File: config.mk
export PLATFORM = sky130hd
export DESIGN_NAME = clip_rr_arb
export DESIGN_NICKNAME = d
export VERILOG_FILES = /design/src/rtl/clip_rr_arb.sv
export SDC_FILE = /design/constraint.sdc
export NUM_CORES = 1
export LEC_CHECK = 0
export ABC_AREA = 1
export CAP_MARGIN = 20
export CORE_ASPECT_RATIO = 0.5
export CORE_MARGIN = 3
export CORE_UTILIZATION = 43
export DETAILED_ROUTE_END_ITERATION = 6
export PLACE_DENSITY = 0.91
export SYNTH_ARGS = -nofsm -noshare
export SYNTH_HDL_FRONTEND = slang
export SYNTH_SLANG_ARGS = --single-unit
File: constraint.sdc
create_clock -name clk -period 4.88 [get_ports clk]
set_input_delay 0.976 -clock clk [delete_from_list [all_inputs] [get_ports clk]]
set_output_delay 0.976 -clock clk [all_outputs]
set_load 0.03 [all_outputs]
File: src/rtl/clip_rr_arb.sv
// clip_rr_arb: round-robin arbiter sharing one registered saturating clipper; in_* per-channel AXIS inputs, out_* tagged clipped stream, clip_sticky per-channel status
module clip_rr_arb #(
  parameter int NUM_CH = 4,
  parameter int BITS_IN = 24,
  parameter int BITS_OUT = 16,
  localparam int CW = $clog2(NUM_CH)
) (
  input  logic                      clk,
  input  logic                      reset,
  input  logic [NUM_CH*BITS_IN-1:0] in_tdata,
  input  logic [NUM_CH-1:0]         in_tvalid,
  output logic [NUM_CH-1:0]         in_tready,
  output logic [BITS_OUT-1:0]       out_tdata,
  output logic [CW-1:0]             out_chan,
  output logic                      out_clip,
  output logic                      out_tvalid,
  input  logic                      out_tready,
  input  logic [NUM_CH-1:0]         clear_sticky,
  output logic [NUM_CH-1:0]         clip_sticky
);
  logic [CW-1:0] r_last, r_chan, w_gnt;
  logic [BITS_OUT-1:0] r_data, w_res;
  logic [NUM_CH-1:0] r_sticky;
  logic [BITS_IN-1:0] w_x;
  logic [BITS_IN-BITS_OUT:0] w_top;
  logic r_vld, r_clip, w_any, w_ld, w_xfer, w_clip;
  always_comb begin
    w_gnt = r_last;
    w_any = 1'b0;
    for (int k = NUM_CH; k >= 1; k--)
      if (in_tvalid[(int'(r_last) + k) % NUM_CH]) begin
        w_gnt = CW'((int'(r_last) + k) % NUM_CH);
        w_any = 1'b1;
      end
  end
  assign w_ld = ~r_vld | out_tready;
  assign w_xfer = w_any & w_ld & ~reset;
  assign in_tready = w_xfer ? {{(NUM_CH-1){1'b0}}, 1'b1} << w_gnt : '0;
  assign w_x = in_tdata[int'(w_gnt)*BITS_IN +: BITS_IN];
  assign w_top = w_x[BITS_IN-1:BITS_OUT-1];
  assign w_clip = ~(&w_top | ~|w_top);
  assign w_res = w_clip ? {w_x[BITS_IN-1], {(BITS_OUT-1){~w_x[BITS_IN-1]}}} : w_x[BITS_OUT-1:0];
  always_ff @(posedge clk) begin
    if (reset) begin
      r_vld <= 1'b0;
      r_data <= '0;
      r_chan <= '0;
      r_clip <= 1'b0;
      r_sticky <= '0;
      r_last <= CW'(NUM_CH-1);
    end else begin
      if (w_xfer) begin
        r_data <= w_res;
        r_chan <= w_gnt;
        r_clip <= w_clip;
        r_vld <= 1'b1;
        r_last <= w_gnt;
      end else if (out_tready) r_vld <= 1'b0;
      r_sticky <= (r_sticky & ~clear_sticky) | (w_clip ? in_tready : '0);
    end
  end
  assign out_tdata = r_data;
  assign out_chan = r_chan;
  assign out_clip = r_clip;
  assign out_tvalid = r_vld;
  assign clip_sticky = r_sticky;
endmodule
**Yosys cells after proc, flatten, opt, wreduce, memory -nomap -nowiden**

Index checks and enable logic that the tools add are counted.

- Add/subtract/negate cells: 4
- $mul: 1
- Magnitude comparators: 4
- Shift-type cells: 2
- Muxes and demuxes: 25
- Bitwise operators: 15
- Reductions and logical operators: 8

Operator list:

| kind | count |
|---|---|
| $shiftx A96 B8 Y24 | 1 |
| $lt A3 B4 Y1 const B | 4 |
| $mux W16 | 1 |
| $mux W1 | 14 |
| $reduce_and A9 Y1 | 1 |
| $reduce_or A9 Y1 | 1 |
| $bmux W1 S2 | 4 |
| $mux W2 | 4 |
| $mux W4 | 2 |
| $reduce_or A2 Y1 | 4 |
| $add A2 B1 Y2 const B | 2 |
| $add A2 B2 Y2 const B | 2 |
| $and A1 B1 Y1 const A | 4 |
| $and A4 B4 Y4 | 1 |
| $mul A2 B2 Y4 const B | 1 |
| $not A1 Y1 | 4 |
| $not A4 Y4 | 1 |
| $or A4 B4 Y4 | 1 |
| $shl A1 B2 Y4 const A | 1 |
| $and A1 B1 Y1 | 2 |
| $or A1 B1 Y1 | 2 |
| $reduce_bool A2 Y1 | 1 |
| $logic_not A1 Y1 | 1 |

- Register bits after elaboration: 26
- Input bits: 107
- Output and inout port bits: 28
- Word-level logic and storage cells: 65

**Logic depth before layout (Yosys ltp)**

- Word-level depth: 17
- Depth in mapped cells: 20
- Gate-level depth less buffers: 18

**Least setup slack after synthesis**

No wires, ideal clock.

- Path kind: input-to-output
- From: in in_tvalid[1]
- To: out in_tready[2]
- Arrival time: 2.693 ns
- Data required time: 3.904 ns
- Setup slack: 1.211 ns
- Cell stages on the path: 9
- Buffers on the path: 2
- Cell sequence: inv_1 nand2_1 nand2_1 nand3_1 a31oi_4 inv_2 buf_6 clkbuf_1 nor3_1

- Longest elaborated chain between the ends: 10
- Elaborated cells between the ends (all ways): 24
- Those cells by class: 1 x shift; 21 x mux; 2 x bitwise

RTL lines:

| what | line | source |
|---|---|---|
| from (decl) | 11 | `input logic [NUM_CH-1:0] in_tvalid,` |
| $bmux W1 S2 | 31 | `if (in_tvalid[(int'(r_last) + k) % NUM_CH]) begin` |
| $mux W1 (not written as such) (2 in a row) | 31 |  |
| $mux W1 (4 in a row) | 31 |  |
| $and A1 B1 Y1 (2 in a row) | 37 | `assign w_xfer = w_any & w_ld & ~reset;` |
| $mux W4 * | 38 | `assign in_tready = w_xfer ? {{(NUM_CH-1){1'b0}}, 1'b1} << w_gnt : '0;` |
| to (decl) | 12 | `output logic [NUM_CH-1:0] in_tready,` |

Mark *: on every way between the ends. The rest lies on a longest branch, timed or not. The select of a mux whose other input is x is not followed.

**Worst setup path after layout**

- From: in in_tvalid[3]
- To: out in_tready[0]

Same word-level chain as after synthesis.

==> flow_summary.ini <==
[outcome]
status = finished, final reports clean

[critical_path]
criticalPathCategory = primary input to output port
r2r_slack_ns = 1.61
cp_data_arrival_time_ns = 3.35
end_kind = output port
required_ns = 3.90
startpoint_type = primary input
critical_path.max_fanout = 21
reg2regPathDepth = 19

[placed_design]
finalWeightedCongestion = 0.910
dp_hpwl_um = 5850
port_buffers = 134

[grt]
first_global_vias = 2794
grt_max_degree = 54
grt_overflow = 0
grt_util_all_layers_pct = 21.9
antenna_found_initial = 0
grt_pass1_wl_um = 12100

[min_path]
hold-path-cell-count = 2
hold_class = flop to flop

[detailed_routing]
first_iter_violations = 185
drc_errors = 0
dr.pass1.iters = 4
routed_wl_um = 7750
postRouteAntennaNets = 0
vias = 3021
vias_per_cell = 5.09
wl_per_cell_um = 13.1

[die]
initial_core_util_pct = 47.2
core_region_area_um2 = 5230
dieArea_um2 = 6740
die_w_um = 113
io_pins = 135
rows = 18
fp.dieH_um = 59.6

[yosys]
syn-instance-count = 403
seq_area_frac_synth_pct = 21.1
synth.net_count = 510
synth_area_um2 = 2470
yosysUniqueCellTypes = 29
yosysWarnings = 0
ys_ff_latch = 26
syn-mean-instance-area_um2 = 6.12

[cells_and_area]
final_util_pct = 73.9
fin_nets = 631
drive_above_1_share_pct = 13.2
antenna_cells = 0
synthToLayoutAreaGrowth_pct = 56.5

[job]
max-cap-violations = 0

[clocking]
post_cts_buffers = 0
cts_buffer_depth = 2
clk_pin_slew_ns = 0.06
ctsHoldBuffers = 0
cts_inserted_buffers = 3
cts.htree.levels = 1
clkLatencyLatePin_ns = 0.26
cts_sinks = 26
cts_resized = 0
cts_tree = done
cts_root_buffer = clkbuf_16

[sta]
maxSlewHeadroom_pct = 65.1
slew_violations = 0
finalCritPeriodShare_pct = 88.7
rsz0062_at_grt = no
hold_viol = 0
period_needed_ns = 4.33
clock_skew_ns = 0.00126
timing.fmax_mhz = 231
tightest_slew_ns = 0.524
finalSetupViolations = 0
whs_ns = 0.453
setup_tns_ns = 0

[power_and_ir_drop]
power_leakage_nw = 1.66
pwr_density_cell_nw_per_um2 = 362
ir_drop_mv = 0.209
## routing by layer
metal  share of wire (%)  vias up  global-route usage [%]
met3                 8.3       14                    4.28
li1                    -     1567                       -
met5                   0        -                       0
met2                  48      127                    41.2
met1                  42     1313                    25.8
met4                 1.5        0                    6.85
## final timing paths
check               start            end
max          in_tvalid[3]   in_tready[0]
min           out_chan[0]    out_chan[0]
max reg2reg     r_last[0]  out_tdata[11]
min reg2reg   out_chan[0]    out_chan[0]
## cell families (layout without fill, tap and decap cells)
kind of cell / Yosys count / count (layout) / synth area share (%)
compound gates: 81 / 81 / 19.5
simple gates: 243 / 243 / 48.2
flops: 26 / 26 / 21.1
buf+inv: 53 / 173 / 11.2
## final cells by class
| cell class | instances | area (um^2) |
|---|---|---|
| clock buffer | 4 | 88.8 |
| fill | 452 | 1360 |
| inverter | 28 | 105 |
| multi-input combinational | 324 | 1670 |
| sequential | 26 | 520 |
| tap | 70 | 87.6 |
| timing repair buffer | 141 | 1390 |
## flip-flops by register name, indices dropped and copies added (netlist names)
name	count
out_tdata	16
clip_sticky	4
out_chan	2
r_last	2
out_clip	1
out_tvalid	1
## per-stage QoR
step           setup slack, ns  cells  cell area [um^2]  power [mW]
3_5_place_dp             0.594    589              3770        1.21
4_1_cts                  0.580    593              3860        1.40
5_1_grt                  0.361    593              3860        1.51
3_3_place_gp             0.648    589              3770        1.19
6_report                 0.549    593              3860        1.40
2_1_floorplan             1.21    403              2470       0.952
## critical path, stage by stage
cell and delay, ns:
clkdlybuf4s50_1 0.45, inv_1 0.06, nand2_1 0.10, nand3_2 0.12, nand2_1 0.14, inv_2 0.04
nand2_2 0.07, nand3_4 0.22, nand2_8 0.12, inv_2 0.04, nor3_1 0.26, clkdlybuf4s50_1 0.74
## power by group
part           internal, mW  switching (mW)
clock                 0.125          0.0709
sequential            0.251          0.0223
combinational         0.364           0.566
total                 0.740           0.660
## Yosys cell counts
master	count	area (um^2)
nand2_1	114	428
nand3_1	51	255
nor2_1	36	135
o21ai_0	34	170
dfxtp_1	26	521
inv_1	22	82.6
a21oi_1	19	95.1
o22ai_1	15	93.8
clkbuf_1	11	41.3
nand2_2	11	68.8
a21oi_2	9	78.8
or2_2	9	56.3
inv_2	6	22.5
nand3_2	6	60.1
buf_6	5	56.3
buf_2	4	20.0
nand3_4	4	70.1
buf_4	3	22.5
nand2_4	3	33.8
nor2_4	3	33.8
nor3_1	3	15.0
buf_8	2	30.0
a221o_1	1	10.0
a31oi_4	1	21.3
nand2_8	1	20.0
nand3b_1	1	7.51
nor2_2	1	6.26
o211ai_1	1	7.51
o21ai_1	1	5.00
## cells in the final DEF (no fill, tap or decap)
| cell | count |
|---|---|
| or2_2 | 9 |
| clkdlybuf4s50_1 | 131 |
| o21ai_1 | 1 |
| nand3_4 | 4 |
| nand3b_1 | 1 |
| a21oi_2 | 9 |
| a31oi_4 | 1 |
| nor2_1 | 35 |
| clkbuf_16 | 3 |
| nand2_1 | 114 |
| inv_2 | 6 |
| nor3_1 | 3 |
| nor2_4 | 3 |
| clkbuf_8 | 1 |
| nand2_8 | 1 |
| nand2_2 | 11 |
| a21oi_1 | 19 |
| o21ai_0 | 34 |
| dfxtp_1 | 26 |
| o211ai_1 | 1 |
| nand2_4 | 3 |
| nand3_2 | 6 |
| nand3_1 | 51 |
| buf_4 | 10 |
| a221o_1 | 1 |
| nor2_2 | 2 |
| inv_1 | 22 |
| o22ai_1 | 15 |
Note: power is estimated with default switching activity, not from simulation.
